[src/rtl/muldiv_seq.sv]
// muldiv_seq: sequencer that hands a multiply or divide to the external
// arithmetic unit, waits for its completion, then either loads HI/LO or
// raises an exception (divide-by-zero or unit timeout).
module muldiv_seq #(
   parameter int TIMEOUT = 40,
   parameter int CNT_W   = 6
) (
   input  logic clk,
   input  logic reset,
   input  logic mult_req,
   input  logic div_req,
   input  logic mult_done,
   input  logic div_done,
   input  logic div_zero,
   output logic mult_init,
   output logic div_init,
   output logic hilo_sel,
   output logic high_load,
   output logic low_load,
   output logic busy,
   output logic done,
   output logic div_zero_exc,
   output logic timeout_exc
);

   typedef enum logic [1:0] {IDLE, RUN, WRITE, EXC} state_t;

   localparam logic [CNT_W-1:0] CNT_LAST = CNT_W'(TIMEOUT - 1);
   localparam logic [CNT_W-1:0] CNT_MAX  = '1;

   state_t           state, state_nxt;
   logic             op, op_nxt;           // 0 = multiply, 1 = divide
   logic [CNT_W-1:0] cnt, cnt_nxt;
   logic             exc_to, exc_to_nxt;   // EXC cause: 1 = timeout, 0 = div-by-zero
   logic             match_done;

   // The completion that counts is the one from the unit actually running.
   assign match_done = op ? div_done : mult_done;

   // State, operation, counter and exception-cause registers.
   always_ff @(posedge clk) begin
      if (reset) begin
         state  <= IDLE;
         op     <= 1'b0;
         cnt    <= '0;
         exc_to <= 1'b0;
      end else begin
         state  <= state_nxt;
         op     <= op_nxt;
         cnt    <= cnt_nxt;
         exc_to <= exc_to_nxt;
      end
   end

   // Next-state logic; op is only rewritten on accepting a request so it
   // keeps the last operation while idle (drives hilo_sel).
   always_comb begin
      state_nxt  = state;
      op_nxt     = op;
      cnt_nxt    = cnt;
      exc_to_nxt = exc_to;
      unique case (state)
         IDLE: begin
            // Multiply has priority; a simultaneous divide request is dropped.
            if (mult_req) begin
               op_nxt    = 1'b0;
               cnt_nxt   = '0;
               state_nxt = RUN;
            end else if (div_req) begin
               op_nxt    = 1'b1;
               cnt_nxt   = '0;
               state_nxt = RUN;
            end
         end
         RUN: begin
            if (cnt != CNT_MAX) cnt_nxt = cnt + CNT_W'(1);
            // The cnt==0 cycle is the init pulse; a done seen there is stale.
            if (cnt != '0 && match_done) begin
               if (op && div_zero) begin
                  exc_to_nxt = 1'b0;
                  state_nxt  = EXC;
               end else begin
                  state_nxt  = WRITE;
               end
            end else if (cnt == CNT_LAST) begin
               exc_to_nxt = 1'b1;
               state_nxt  = EXC;
            end
         end
         WRITE:   state_nxt = IDLE;
         EXC:     state_nxt = IDLE;
         default: state_nxt = IDLE;
      endcase
   end

   // Moore outputs decoded from registered state only.
   assign mult_init    = (state == RUN) && (cnt == '0) && !op;
   assign div_init     = (state == RUN) && (cnt == '0) &&  op;
   assign hilo_sel     = op;
   assign high_load    = (state == WRITE);
   assign low_load     = (state == WRITE);
   assign done         = (state == WRITE);
   assign busy         = (state != IDLE);
   assign div_zero_exc = (state == EXC) && !exc_to;
   assign timeout_exc  = (state == EXC) &&  exc_to;

endmodule

[config.mk]
export PLATFORM = sky130hd
export DESIGN_NAME = muldiv_seq
export DESIGN_NICKNAME = d
export VERILOG_FILES = /design/src/rtl/muldiv_seq.sv
export SDC_FILE = /design/constraint.sdc
export NUM_CORES = 1
export LEC_CHECK = 0
export BUFFER_PORTS_ARGS = -buffer_cell sky130_fd_sc_hd__buf_2
export CAP_MARGIN = 20
export CELL_PAD_IN_SITES_DETAIL_PLACEMENT = 0
export CELL_PAD_IN_SITES_GLOBAL_PLACEMENT = 1
export CORE_ASPECT_RATIO = 0.7
export CORE_UTILIZATION = 32
export DETAILED_ROUTE_END_ITERATION = 8
export GPL_TIMING_DRIVEN = 0
export PLACE_DENSITY_LB_ADDON = 0.1
export SYNTH_ARGS = -nofsm -noshare
export SYNTH_HDL_FRONTEND = slang
export SYNTH_SLANG_ARGS = --single-unit
[constraint.sdc]
create_clock -name clk -period 1.2 [get_ports clk]
set_input_delay 0.18 -clock clk [delete_from_list [all_inputs] [get_ports clk]]
set_output_delay 0.18 -clock clk [all_outputs]
set_load 0.005 [all_outputs]
### Word level (Yosys, flattened, before mapping)

Index checks and enable logic that the tools add are counted.

* add/sub/neg operators: 1
* equal/unequal tests: 9
* muxes and demuxes: 16
* reductions and logical operators: 21

Operators with widths (number)
* 6-bit two-way mux: 3
* 6-bit case mux with 2 select lines: 1
* 2-bit two-way mux: 4
* 2-bit nonzero test: 4
* 1-bit logical AND: 7
* 1-bit two-way mux: 7
* 6-bit by 1-bit adder with 6-bit output, second input constant: 1
* 6-bit equality test, second input constant: 1
* 6-bit zero test: 1
* 3-bit != test, second input constant: 2
* 6-bit != test, second input constant: 1
* 2-bit case mux with 3 select lines: 1
* 3-bit AND reduction: 2
* 6-bit nonzero test: 1
* 2-bit equality test, second input constant: 2
* 2-bit AND reduction: 2
* 2-bit by 1-bit equality test with 1-bit output, second input constant: 1
* 1-bit zero test: 2
* 2-bit zero test: 1
* 2-bit by 1-bit != test with 1-bit output, second input constant: 1
* 2-bit != test, second input constant: 1
* 2-bit OR reduction: 1

* register bits: 10
* input bits: 7
* output and inout port bits: 9
* logic and storage cells: 51

### Logic depth before layout (Yosys ltp)

* depth after elaboration: 4
* depth in mapped cells: 5
* depth with buffers taken out: 5

### Worst setup path after synthesis

Ideal clock, no wire load.

* path type: register to output
* from: register cnt[5]
* to: output port mult_init
* arrival: 1.056 ns
* data required time: 1.020 ns
* slack: -0.036 ns
* stages on the path, launching flop included: 4
* buffers on the path: 0
* path through: dfxtp_1 > nor4_1 > and2_1 > nor3b_1

* longest elaborated chain between the ends: 3

RTL lines
* start, declared: RTL line 33 `logic [CNT_W-1:0] cnt, cnt_nxt;`
* start signal, assigned: RTL line 50 `cnt <= cnt_nxt;`
* 6-bit zero test: RTL line 97 `assign mult_init = (state == RUN) && (cnt == '0) && !op;`
* 1-bit logical AND (2 in a row): RTL line 97
* end, declared: RTL line 15 `output logic mult_init,`

No other way between the ends.

### Worst setup path after layout

Same ends and word-level chain as after synthesis.

==> implementation parameters <==
Parameter                              Value

Die
  Top-Level Pins ... 16
  Core Rows ... 12
  Effective utilization at floorplan ... 35.74%
  Area of the die ... 2041 sq um
  Vert. Die Dim ... 38.10 um
  Die width ... 53.57 um
  Core box area ... 1667 sq um

Synth
  Main area contributors after synthesis ... dfxtp_1 (34%), a2111oi_4 (4.6%), nor2_1 (4.4%)
  Post-synthesis instance area ... 595.6 sq um
  Synth Register Bits ... 10
  Syn_nets ... 80
  Share of synthesized area occupied by flip-flops and latches ... 33.61%
  Portion of synthesized cell area occupied by the leading cell type ... 33.61%
  Avg Synthesized Cell Area ... 8.388 sq um
  Synth warnings ... 0
  Distinct cell type count after synthesis ... 30
  Leading area contributor after synthesis ... dfxtp_1
  Gate Count Post-Synth ... 71

Clocking
  Root cell of the clock tree ... clkbuf_4
  TritonCTS Sinks ... 10
  Clock-pin slew reported for the worst setup and hold paths after clock tree synthesis ... 0.06 ns
  Number of levels in the clock H-tree ... 1
  Latest clock arrival within the worst-skew pair ... 0.26 ns
  Clock buffer depth ... 2
  TritonCTS Buffers ... 3
  CTS tree ... built

Critical path
  Worst path top cell family by delay ... simple AND/OR/NAND/NOR gates
  Number of buffers and inverters on the critical path ... 1
  Slowest cell delay on critical path ... 0.36 ns
  Capturing element type of the critical path ... output pin
  Critical path type ... reg -> out
  Type of origin of the critical path ... register
  CP Max Fanout ... 5
  Data required time of the worst path ... 1.02 ns
  Critical path cell sequence ... nor4_4 > and2_4 > nor3b_2 > buf_2
  Flop-to-flop setup slack ... -0.04 ns
  Slowest CP cell ... dfxtp_4
  Arrival @ worst endpoint ... 1.38 ns

Routing
  Antenna-violating nets left ... 0
  Final Routed Wirelength ... 1440 um
  Via/cell ratio ... 4.845
  DRC Markers ... 0
  Iteration count of the initial detailed-routing pass ... 4
  Drt first-iter violations ... 4
  Detail-routed net length per standard cell ... 12.41 um
  Count of vias placed by the detailed router ... 562

Power and ir drop
  Combinational cell fraction of total power ... 20.8%
  Net Sw Frac ... 27.74%
  Leakage power total ... 0.0003701 uW
  Highest ir drop seen on vdd ... 0.5126 mV
  Cell Int Power ... 523.6 uW
  Part of the total power dissipated in the clock network ... 31.0%
  Share of power burned in registers ... 48.2%
  Pwr/cell area ... 779.5 nW/um^2
  Sw power ... 201.0 uW

Cells and area
  Non-filler cells in the finished layout ... 116
  Number of antenna cells inserted ... 0
  # nets final ... 106
  Ratio of cells with drive above 1 in the final layout ... 56.84%
  Number of fill cells ... 168
  Area grow syn2layout ... 56.09%

Outcome
  Run status ... finished, violations left
  Violated checks ... setup timing

Timing
  Shortest clock period the worst path allows after layout ... 1.564 ns
  Least-Margin Pin Slew ... 0.2605 ns
  Worst hold slack ... 0.1110 ns
  Relative slew slack ... 82.63%
  Accumulated negative setup slack ... -0.8477 ns
  Final Max Tran Viols ... 0
  Hold Fails Final Rpt ... 0
  Fin Clk Skew ... 0.002466 ns
  Final WS setup ... -0.3643 ns
  Maximum achievable frequency ... 0.6392 GHz
  Part of the cycle the worst path needs ... 130.4%
  Setup repair after global routing missed its margin ... true
  Final setup violation count ... 7

GRT
  Maximum number of pins on one net before global-route repair ... 8
  Wire length of the first global-routing pass ... 2415 um
  Gr ovfl total ... 0
  Initial antenna violation count ... 0
  Via count of the first global-routing pass ... 519
  Global routing usage summed across all routing layers ... 17.86%

Place
  Global placement routability congestion ... 0.7398
  Port bufs ... 15
  Post-Place Cells ... 107
  Half-perimeter wire length after detailed placement ... 998.4 um

Hold path
  Path category of the worst min-delay check ... in -> reg

Flow run
  Max-Cap Viols ... 0
-- synth_stat cells, drive strengths merged --
cell type / n
a2111oi: 1
nor2: 8
nor3: 3
nand2: 6
o21a: 1
dfxtp: 10
and2: 1
a21oi: 5
nand2b: 3
mux2i: 1
ha: 2
nand4: 1
o21ai: 4
o21bai: 1
xnor2: 3
o211ai: 2
nor4: 2
buf: 2
and3: 3
and2b: 2
inv: 4
a22oi: 1
nor3b: 1
clkbuf: 1
nand3: 2
a211oi: 1
-- registers in the layout, summed over array words and instances (netlist names) --
name	cells
cnt	6
state	2
exc_to	1
hilo_sel	1
-- cell families after synthesis --
logic type               Yosys count  synth area share [%]
adder cells (fa/ha/maj)            2                 4.201
AO/OA/AOI/OAI                     16                 20.38
XOR/XNOR                           3                 4.413
AND/OR/NAND/NOR                   32                 29.83
multiplexers                       1                 1.681
flip-flops                        10                 33.61
buffers and inverters              7                 5.880
-- routing by layer --
| layer | vias to the layer above | track usage (%) | routed length (um) |
|---|---|---|---|
| met5 | - | 0 | 0 |
| met2 | 12 | 25.62 | 638 |
| met4 | 0 | 5.921 | 11 |
| met3 | 2 | 8.333 | 63 |
| met1 | 251 | 23.22 | 725 |
| li1 | 297 | - | - |
-- what timing repair did --
item | 4_1_cts | 5_1_grt
buffers inserted | 3 | 5
hold buffers | 0 | 0
gates resized for setup | 23 | 17
endpoints found under the setup margin | 14 | 16
gates cloned | 0 | 0
pin swaps | 6 | 13
-- cell usage in the layout (no fill, tap or decap), types with 2 or more instances in the layout --
cell type	instances
nor2_4	2
nand2_1	3
nor2_1	5
nand2b_1	2
xnor2_1	3
o211ai_1	2
a21oi_1	5
dfxtp_4	6
nand2_2	2
clkbuf_4	3
and3_1	2
dfxtp_2	2
buf_2	11
dfxtp_1	2
o21ai_0	2
buf_6	8
buf_4	5
nor3_1	3
inv_1	4
-- worst register-to-register path, stage by stage (launching register included) --
cell and delay [ns]:
dfxtp_4 0.37, buf_6 0.12, nand2b_4 0.08, buf_4 0.14
nor4_2 0.22, o21bai_1 0.09, a21oi_1 0.15
-- stage by stage --
stage          total power, uW  setup WS, ns  utilization (%)  cell area [sq um]
3_3_place_gp             478.5       -0.1976            42.57              709.4
6_report                 724.7       -0.3643            55.78              929.6
2_1_floorplan            435.3     -0.008679                -              608.1
5_1_grt                  774.0       -0.4725            55.78              929.6
3_5_place_dp             477.5       -0.2074            42.57              709.4
4_1_cts                  727.4       -0.3542            50.23              837.1
-- power by group through the flow --
| stage | sequential (uW) | combinational (uW) | clock [uW] |
|---|---|---|---|
| 5_1_grt | 351 | 166 | 257 |
| 3_3_place_gp | 365 | 113 | 0 |
| 2_1_floorplan | 362 | 73.6 | 0 |
| 6_report | 350 | 151 | 225 |
| 3_5_place_dp | 365 | 112 | 0 |
| 4_1_cts | 354 | 137 | 236 |
-- layout make-up --
| class | instances | area (sq um) | share of cell area, % |
|---|---|---|---|
| Buffer | 2 | 18.77 | 2.019 |
| Clock buffer | 3 | 22.52 | 2.423 |
| Inverter | 4 | 15.01 | 1.615 |
| Multi-Input combinational cell | 54 | 457.9 | 49.26 |
| Sequential cell | 10 | 225.2 | 24.23 |
| Tap cell | 21 | 26.28 | 2.826 |
| Timing Repair Buffer | 22 | 163.9 | 17.63 |
-- path summary, 6_finish.rpt --
kind,startpoint,endpoint,cells past startpoint
max,cnt[5]$_SDFFE_PP0P_,mult_init,4
min,mult_req,hilo_sel$_SDFFE_PP0P_,2
max reg2reg,state[0]$_SDFFE_PP0P_,exc_to$_SDFFE_PP0P_,6
min reg2reg,cnt[1]$_SDFFE_PP0P_,cnt[1]$_SDFFE_PP0P_,2
(Power assumes the default switching activity.)
